===== src/rtl/ltc2324_conv_ctrl.sv =====
// ltc2324_conv_ctrl
// -----------------
// Frame sequencer for the LTC2324 capture path. Each frame pulses CNV,
// waits out the conversion, then reads every enabled channel in turn
// through the single-lane deserializer. It gates SCK, marks the start and
// end of each channel, and tags the data with the channel index.
//
// Ports
//   clk_sdr      in   1  system/sample clock, all logic on the rising edge
//   reset        in   1  synchronous, active-high reset
//   enable       in   1  continuous mode: frames run back-to-back while high
//   single_shot  in   1  one-cycle request for a single frame (ignored while busy)
//   ch_mask      in   4  channel enables, bit i = channel i (bits >= NUM_CH ignored)
//   cnv          out  1  ADC CNV pin
//   sck_en       out  1  SCK gate for the ADC and the deserializer
//   rx_start     out  1  pulse on the first readout cycle of each channel
//   data_latch   out  1  pulse on the cycle after the last bit of each channel
//   channel      out  4  index of the channel being read
//   frame_cnt    out  8  frames started, mod 256
//   busy         out  1  high from the first CNV cycle through the end of WAIT
module ltc2324_conv_ctrl #(
    parameter int CNV_HIGH_CYC = 4,
    parameter int CONV_CYC     = 50,
    parameter int NUM_BITS     = 16,
    parameter int NUM_CH       = 4,
    parameter int PERIOD_CYC   = 200
) (
    input  logic       clk_sdr,
    input  logic       reset,
    input  logic       enable,
    input  logic       single_shot,
    input  logic [3:0] ch_mask,
    output logic       cnv,
    output logic       sck_en,
    output logic       rx_start,
    output logic       data_latch,
    output logic [3:0] channel,
    output logic [7:0] frame_cnt,
    output logic       busy
);

    localparam int TW = $clog2(PERIOD_CYC + 1);
    localparam int BW = $clog2(NUM_BITS + 1);
    localparam logic [3:0] CH_VALID = 4'((1 << NUM_CH) - 1);

    typedef enum logic [2:0] {
        S_IDLE,
        S_CNV,
        S_CONV,
        S_READ,
        S_LATCH,
        S_WAIT
    } state_t;

    state_t          state_q;
    logic [TW-1:0]   timer_q;
    logic [BW-1:0]   bit_q;
    logic [3:0]      shadow_q;
    logic            cnv_q;
    logic            sck_en_q;
    logic            rx_start_q;
    logic            data_latch_q;
    logic [3:0]      channel_q;
    logic [7:0]      frame_cnt_q;
    logic            busy_q;

    logic [3:0]      mask_live;
    logic            start_ok;
    logic [3:0]      first_ch;
    logic [3:0]      next_ch;
    logic            has_next;

    assign mask_live = ch_mask & CH_VALID;
    assign start_ok  = |mask_live;

    // Scanning from the top down leaves the lowest qualifying index in place.
    always_comb begin
        first_ch = 4'd0;
        next_ch  = 4'd0;
        has_next = 1'b0;
        for (int i = NUM_CH - 1; i >= 0; i--) begin
            if (shadow_q[i]) begin
                first_ch = 4'(i);
                if (4'(i) > channel_q) begin
                    next_ch  = 4'(i);
                    has_next = 1'b1;
                end
            end
        end
    end

    // Outputs are assigned together with the state they belong to, so the
    // registered outputs always describe the state held in state_q.
    always_ff @(posedge clk_sdr) begin
        if (reset) begin
            state_q      <= S_IDLE;
            timer_q      <= '0;
            bit_q        <= '0;
            shadow_q     <= '0;
            cnv_q        <= 1'b0;
            sck_en_q     <= 1'b0;
            rx_start_q   <= 1'b0;
            data_latch_q <= 1'b0;
            channel_q    <= 4'd0;
            frame_cnt_q  <= 8'd0;
            busy_q       <= 1'b0;
        end else begin
            rx_start_q   <= 1'b0;
            data_latch_q <= 1'b0;
            timer_q      <= timer_q + TW'(1);
            case (state_q)
                S_IDLE: begin
                    timer_q <= '0;
                    if ((enable || single_shot) && start_ok) begin
                        state_q     <= S_CNV;
                        shadow_q    <= mask_live;
                        frame_cnt_q <= frame_cnt_q + 8'd1;
                        cnv_q       <= 1'b1;
                        busy_q      <= 1'b1;
                    end
                end
                S_CNV: begin
                    if (timer_q == TW'(CNV_HIGH_CYC - 1)) begin
                        state_q   <= S_CONV;
                        cnv_q     <= 1'b0;
                        channel_q <= first_ch;
                    end
                end
                S_CONV: begin
                    if (timer_q == TW'(CONV_CYC - 1)) begin
                        state_q    <= S_READ;
                        bit_q      <= '0;
                        sck_en_q   <= 1'b1;
                        rx_start_q <= 1'b1;
                    end
                end
                S_READ: begin
                    bit_q <= bit_q + BW'(1);
                    if (bit_q == BW'(NUM_BITS - 1)) begin
                        state_q      <= S_LATCH;
                        sck_en_q     <= 1'b0;
                        data_latch_q <= 1'b1;
                    end
                end
                S_LATCH: begin
                    if (has_next) begin
                        state_q    <= S_READ;
                        bit_q      <= '0;
                        channel_q  <= next_ch;
                        sck_en_q   <= 1'b1;
                        rx_start_q <= 1'b1;
                    end else begin
                        state_q   <= S_WAIT;
                        channel_q <= 4'd0;
                    end
                end
                S_WAIT: begin
                    if (timer_q == TW'(PERIOD_CYC - 1)) begin
                        timer_q <= '0;
                        // A continuous frame needs a non-empty mask just like
                        // a fresh start from IDLE.
                        if (enable && start_ok) begin
                            state_q     <= S_CNV;
                            shadow_q    <= mask_live;
                            frame_cnt_q <= frame_cnt_q + 8'd1;
                            cnv_q       <= 1'b1;
                        end else begin
                            state_q <= S_IDLE;
                            busy_q  <= 1'b0;
                        end
                    end
                end
                default: begin
                    state_q  <= S_IDLE;
                    cnv_q    <= 1'b0;
                    sck_en_q <= 1'b0;
                    busy_q   <= 1'b0;
                end
            endcase
        end
    end

    assign cnv        = cnv_q;
    assign sck_en     = sck_en_q;
    assign rx_start   = rx_start_q;
    assign data_latch = data_latch_q;
    assign channel    = channel_q;
    assign frame_cnt  = frame_cnt_q;
    assign busy       = busy_q;

endmodule


===== config.mk =====
export PLATFORM = sky130hd
export DESIGN_NAME = ltc2324_conv_ctrl
export DESIGN_NICKNAME = d
export VERILOG_FILES = /design/src/rtl/ltc2324_conv_ctrl.sv
export SDC_FILE = /design/constraint.sdc
export NUM_CORES = 1
export LEC_CHECK = 0
export ABC_AREA = 1
export CELL_PAD_IN_SITES_DETAIL_PLACEMENT = 2
export CELL_PAD_IN_SITES_GLOBAL_PLACEMENT = 2
export CORE_MARGIN = 5
export CORE_UTILIZATION = 30
export CTS_BUF_LIST = sky130_fd_sc_hd__clkbuf_8 sky130_fd_sc_hd__clkbuf_16
export CTS_CLUSTER_DIAMETER = 80
export CTS_CLUSTER_SIZE = 28
export DETAILED_ROUTE_END_ITERATION = 10
export GPL_ROUTABILITY_DRIVEN = 0
export HOLD_SLACK_MARGIN = 0.15
export PLACE_DENSITY = 0.82
export SLEW_MARGIN = 20
export SYNTH_ARGS = -nofsm -noshare
export SYNTH_HDL_FRONTEND = slang
export SYNTH_SLANG_ARGS = --single-unit
export TNS_END_PERCENT = 30

===== constraint.sdc =====
create_clock -name clk_sdr -period 2 [get_ports clk_sdr]
set_input_delay 0.4 -clock clk_sdr [delete_from_list [all_inputs] [get_ports clk_sdr]]
set_output_delay 0.4 -clock clk_sdr [all_outputs]
set_load 0.02 [all_outputs]

After elaboration in Yosys (flattened, before gate mapping)

Cells that the tools add are included.

Word-level logic and storage cells: 118
Register bits after elaboration: 37

Magnitude comparators: 4
Multiplexer cells: 60
Equal/unequal tests: 17
Add/sub/neg operators: 3
Bitwise logic cells: 4
Reduce and logical (&&, ||, !) cells: 19

Operators by type and width:

| operator            | number |
|---|---|
| $mux 4              | 13 |
| $mux 8              | 4 |
| $pmux 8 s2          | 2 |
| $mux 1              | 21 |
| $mux 3              | 6 |
| $pmux 3 s6          | 1 |
| $add 8x1->8 const B | 2 |
| $ne 2x2->1 const B  | 8 |
| $pmux 4 s2          | 2 |
| $pmux 5 s3          | 1 |
| $reduce_and 4->1    | 3 |
| $mux 5              | 2 |
| $reduce_and 5->1    | 2 |
| $eq 8x2->1 const B  | 1 |
| $eq 8x6->1 const B  | 1 |
| $eq 8x8->1 const B  | 1 |
| $gt 1x4->1 const A  | 2 |
| $gt 2x4->1 const A  | 2 |
| $mux 2              | 4 |
| $pmux 1 s4          | 2 |
| $reduce_or 4->1     | 2 |
| $eq 3x2->1 const B  | 2 |
| $eq 3x3->1 const B  | 2 |
| $reduce_or 3->1     | 2 |
| 14 further kinds    | 19 |

Depth between registers and ports, before layout

Gate-level depths: netlist (run 1).

Depth in word-level cells: 11
Depth in mapped cells: 11
Mapped depth without buffers: 11

Least setup slack after synthesis (run 1)

OpenSTA, ideal clock, no wires.

Kind: reg-to-reg
Start point: reg timer_q[0]
End point: reg frame_cnt_q[0] (netlist: frame_cnt[0])
Path slack: 579 ps
Data required time: 1,887 ps
Library setup time: 113 ps
Cell stages (with the launch flop): 12
Buffers on the path: 1
Data arrival time: 1,308 ps
Cells stage by stage: dfxtp_1 > ha_1 > nand2_1 > nor2_1 > nand2_1 > nand2_2 > nand2_4 > nor2_8 > buf_8 > nand2_1 > nand2_1 > nor2_1

Longest elaborated chain between the ends: 3

Ends and longest elaborated chain:

| element                           | line | source |
|---|---|---|
| from (decl)                       | 56   | `logic [TW-1:0] timer_q;` |
| from (signal assigned)            | 110  | `timer_q <= timer_q + TW'(1);` |
| $eq 8x8->1                        | 158  | `if (timer_q == TW'(PERIOD_CYC - 1)) begin` |
| $ne 2x2->1 (no source line)       | -    |  |
| $reduce_and 4->1 (no source line) | -    |  |
| to (signal assigned)              | 117  | `frame_cnt_q <= frame_cnt_q + 8'd1;` |
| to (signal assigned)              | 165  | `frame_cnt_q <= frame_cnt_q + 8'd1;` |
| to (decl)                         | 64   | `logic [7:0] frame_cnt_q;` |

Every way passes these cells.
A chain may end at the register's enable or synchronous reset.

Worst setup path in the final report (run 1)

Start point: reg frame_cnt_q[6] (netlist: frame_cnt[6])
End point: out frame_cnt[6]

RTL lines:

| element   | line | source |
|---|---|---|
| to (decl) | 38   | `output logic [7:0] frame_cnt,` |

No word-level cell between the ends.

==> out/qor.yml, run 1 <==
status: "completed"
crit_path_end_kind: "output pin"
tns_ns: 0
grt_antenna_before_repair: 0
cp-start-kind: "flip-flop"
start_util_pct: 30.7
mostFrequentLayoutCells: "nand2_1, nor2_1, dfxtp_1"
die_w_microns: 90.1
finalMaxSlewViolations: 0
wl_per_cell_microns: 14.2
cts_tree: "built"
numPortBuffers: 22
p_total_w: 0.00309
drt-pass1-iter-count: 4
worst-path-buf-inv: 1
clkSinkCount: 35
grt_first_pass_wirelength_mm: 9.87
path_class: "flip-flop to output pin"
clk_pin_slew_ns: 0.08
clk_path_buf_depth: 2
ys_seq_area_share_pct: 36.4
vdd_drop_max_mv: 0.492
io_pins: 25
grt_use_total_pct: 14.5
grt_pass1_vias: 2095
cts_hold_buffers: 0
arrival_ns: 1.37
grt_max_degree: 17
cap_violations: 0
slowest_stage: "clkdlybuf4s50_1"
crit_chain: "clkdlybuf4s50_1"
fmax_ghz: 0.566
synth-seq-cells: 35
drt_iter0_drc: 44
ff2ff_setup_slack_ns: 0.32
ys_types: 33
hold_viol_final: 0
drive_above_1_share_pct: 11.7
fin_crit_ns: 1.77
cpLargestDelayFamily: "buffers and inverters"
post-dp-hpwl_mm: 4.32
clkLatencyLatePin_ns: 0.29
fillers: 767
r2r_cells: 10
ys_warn_count: 0
path_depth: 1
required_ns: 1.60
avgSynthCellArea_sq_um: 6.68
finClkSkew_ns: 0.00913
finalCritPeriodShare_pct: 88.4
placeableCoreArea_sq_um: 6280
via_per_inst: 4.84
report.final.setup_viol: 0
cts-root-buf: "clkbuf_8"
drc: 0
antenna_left: 0
syn_area_sq_um: 1920
slowest_delay_ns: 0.65
synthCells: 288
antenna_cells: 0
dieHeight_microns: 90.1
fin_nets: 329
cts_setup_buffers: 0
cts_max_level: 2
die_area_sq_um: 8120
cts_made_buffers: 5
hp-class: "flip-flop to flip-flop"
crit_fanout: 4
num_rows: 29
leakagePower_nw: 1.02
rsz0062_at_grt: "no"
final_common_cell: "nand2_1"
min_path_cells: 1
cellPowerDensity_nw_per_um2: 1310
grt-ovfl-total: 0
drt-total-wl_mm: 5.60
synthToLayoutAreaGrowth_pct: 22.6
vias: 1908
cts.repair.resized: 0
## final timing paths
path | start | to
hold / removal | timer_q[0]$_SDFF_PP0_ | timer_q[0]$_SDFF_PP0_
setup reg to reg | timer_q[0]$_SDFF_PP0_ | state_q[0]$_SDFFE_PP0P_
setup / recovery | frame_cnt[6]$_SDFFE_PP0P_ | frame_cnt[6]
hold reg to reg | timer_q[0]$_SDFF_PP0_ | timer_q[0]$_SDFF_PP0_
## logic make-up after synthesis
logic type	synth area share, %
simple gates	38.4
compound gates	10.5
fa+ha+maj	3.25
xor+xnor	2.73
flops	36.4
other cells	0.195
buf+inv	8.58
## metal layers
metal,up-vias,share of wire (%),global-route usage [%]
met5,-,0,0
met4,0,1.3,4.09
met3,6,2.7,2.25
met2,31,49,25.2
met1,919,47,18.6
li1,952,-,-
## power by group
part / total, W / internal (W) / switching, W
registers: 0.000977 / 0.000841 / 0.000135
clock network: 0.000679 / 0.000404 / 0.000275
logic: 0.00143 / 0.000522 / 0.000912
## sequential cells by signal (all words and copies together) (netlist names)
name,count
channel,2
bit_q,5
busy,1
sck_en,1
data_latch,1
rx_start,1
cnv,1
frame_cnt,8
state_q,3
timer_q,8
shadow_q,4
## metrics by stage
step	instances	instance area [sq um]	util (%)	setup slack (ns)	hold slack, ns
final	394	2360	37.6	0.233	0.470
after global routing	394	2360	37.6	0.135	0.505
after CTS	394	2360	37.6	0.207	0.478
after detailed placement	386	2240	35.7	0.0499	0.458
after global placement	386	2240	35.7	0.105	0.448
after floorplan	289	1930	-	0.579	0.433
## cell usage after synthesis
master	n	area, sq um
nand2_1	65	244
nor2_1	64	240
dfxtp_1	35	701
inv_1	30	113
a21oi_1	15	75.1
nand3_1	13	65.1
o21ai_0	11	55.1
nand2_2	6	37.5
ha_1	5	62.6
inv_2	4	15.0
or2_2	4	25.0
xor2_1	4	35.0
a21oi_2	3	26.3
nand2_4	3	33.8
o21ai_1	3	15.0
buf_4	2	15.0
nand4_1	2	12.5
nor2_2	2	12.5
o211ai_1	2	15.0
xnor2_1	2	17.5
buf_1	1	3.75
buf_8	1	15.0
clkbuf_1	1	3.75
conb_1	1	3.75
nand3_2	1	10.0
nand3b_1	1	7.51
nor2_4	1	11.3
nor2_8	1	20.0
nor3_1	1	5.00
nor3b_1	1	7.51
nor4_1	1	6.26
o21ai_2	1	8.76
o22ai_1	1	6.26
## final cells by class
| type | instances | area, sq um | share of cell area (%) |
|---|---|---|---|
| flip-flops and latches | 35 | 701 | 29.7 |
| repair buffers | 25 | 255 | 10.8 |
| well taps | 77 | 96.3 | 4.08 |
| clock inverters | 2 | 35.0 | 1.48 |
| clock buffers | 6 | 82.6 | 3.50 |
| inverters | 34 | 128 | 5.41 |
| multi-input cells | 215 | 1060 | 45.0 |
Power figures use the tool's default switching activity.
==> inputs of run 2 (changes only) <==
--- a/config.mk
+++ b/config.mk
@@ -16,7 +16,7 @@
 export DETAILED_ROUTE_END_ITERATION = 10
 export GPL_ROUTABILITY_DRIVEN = 0
 export HOLD_SLACK_MARGIN = 0.15
-export PLACE_DENSITY = 0.82
+export PLACE_DENSITY_LB_ADDON = 0.1
 export SLEW_MARGIN = 20
 export SYNTH_ARGS = -nofsm -noshare
 export SYNTH_HDL_FRONTEND = slang
==> out/qor.yml, run 2 (synthesis results as in run 1) <==
status: "completed"
cpLargestDelayFamily: "buffers and inverters"
hold_viol_final: 0
crit_fanout: 5
cap_violations: 0
drt_iter0_drc: 36
tns_ns: 0
finClkSkew_ns: 0.00393
worst-path-buf-inv: 1
cts_setup_buffers: 0
vias: 1852
clkLatencyLatePin_ns: 0.29
cellPowerDensity_nw_per_um2: 1230
synthToLayoutAreaGrowth_pct: 20.5
post-dp-hpwl_mm: 4.32
num_rows: 29
crit_path_end_kind: "output pin"
report.final.setup_viol: 0
grt_use_total_pct: 14.1
cts_max_level: 2
final_common_cell: "nand2_1"
path_class: "flip-flop to output pin"
io_pins: 25
cts-root-buf: "clkbuf_8"
slowest_stage: "clkdlybuf4s50_1"
hp-class: "flip-flop to flip-flop"
grt_pass1_vias: 2021
die_area_sq_um: 8120
slowest_delay_ns: 0.64
leakagePower_nw: 1.01
finalMaxSlewViolations: 0
clk_path_buf_depth: 2
crit_chain: "clkdlybuf4s50_1"
p_total_w: 0.00286
ff2ff_setup_slack_ns: 0.32
die_w_microns: 90.1
cts_made_buffers: 5
dieHeight_microns: 90.1
fin_crit_ns: 1.74
fillers: 792
finalCritPeriodShare_pct: 87.0
clk_pin_slew_ns: 0.07
mostFrequentLayoutCells: "nand2_1, nor2_1, dfxtp_1"
antenna_cells: 0
start_util_pct: 30.7
arrival_ns: 1.34
cts_hold_buffers: 0
via_per_inst: 4.69
cp-start-kind: "flip-flop"
fmax_ghz: 0.575
antenna_left: 0
grt_max_degree: 17
fin_nets: 330
grt_first_pass_wirelength_mm: 9.46
numPortBuffers: 22
drive_above_1_share_pct: 11.3
grt_antenna_before_repair: 0
placeableCoreArea_sq_um: 6280
drt-total-wl_mm: 5.45
grt-ovfl-total: 0
wl_per_cell_microns: 13.8
rsz0062_at_grt: "no"
required_ns: 1.60
drc: 0
clkSinkCount: 35
cts_tree: "built"
vdd_drop_max_mv: 0.489
cts.repair.resized: 0
drt-pass1-iter-count: 4
run 2: final timing paths:
check | end | startpoint | cells after the start
hold reg to reg | bit_q[4]$_SDFFE_PP0P_ | bit_q[4]$_SDFFE_PP0P_ | 2
setup reg to reg | state_q[1]$_SDFFE_PP0P_ | timer_q[0]$_SDFF_PP0_ | 8
hold / removal | bit_q[4]$_SDFFE_PP0P_ | bit_q[4]$_SDFFE_PP0P_ | 2
setup / recovery | frame_cnt[5] | frame_cnt[5]$_SDFFE_PP0P_ | 1
run 2: report_power, final:
| part | switching [W] | leakage, nW | total (W) | internal [W] |
|---|---|---|---|---|
| Clock | 0.000265 | 0.0505 | 0.000499 | 0.000234 |
| Combinational | 0.000877 | 0.677 | 0.00138 | 0.000502 |
| Sequential | 0.000140 | 0.285 | 0.000981 | 0.000841 |
run 2: area by class of cell:
type	instances	area, sq um	area share [%]
Sequential cell	35	701	30.2
Tap cell	77	96.3	4.16
Clock buffer	5	68.8	2.97
Clock inverter	3	12.5	0.540
Timing Repair Buffer	26	250	10.8
Inverter	34	128	5.50
Multi-Input combinational cell	215	1060	45.8
run 2: through the flow:
| stage | utilization, % | instance area (sq um) | setup WS [ns] | hold WS [ns] | instances |
|---|---|---|---|---|---|
| after floorplan | - | 1930 | 0.579 | 0.433 | 289 |
| after global placement | 35.6 | 2240 | 0.125 | 0.451 | 387 |
| after detailed placement | 35.6 | 2240 | 0.0483 | 0.461 | 387 |
| after CTS | 36.9 | 2320 | 0.239 | 0.474 | 395 |
| after global routing | 36.9 | 2320 | 0.131 | 0.500 | 395 |
| final | 36.9 | 2320 | 0.260 | 0.465 | 395 |
run 2: metal layers:
layer | vias up | global-route usage (%) | wire, microns
met5 | - | 0 | 0
met4 | 0 | 4.47 | 97
met3 | 10 | 3.51 | 196
met1 | 858 | 17.8 | 2570
met2 | 29 | 23.5 | 2590
li1 | 955 | - | -
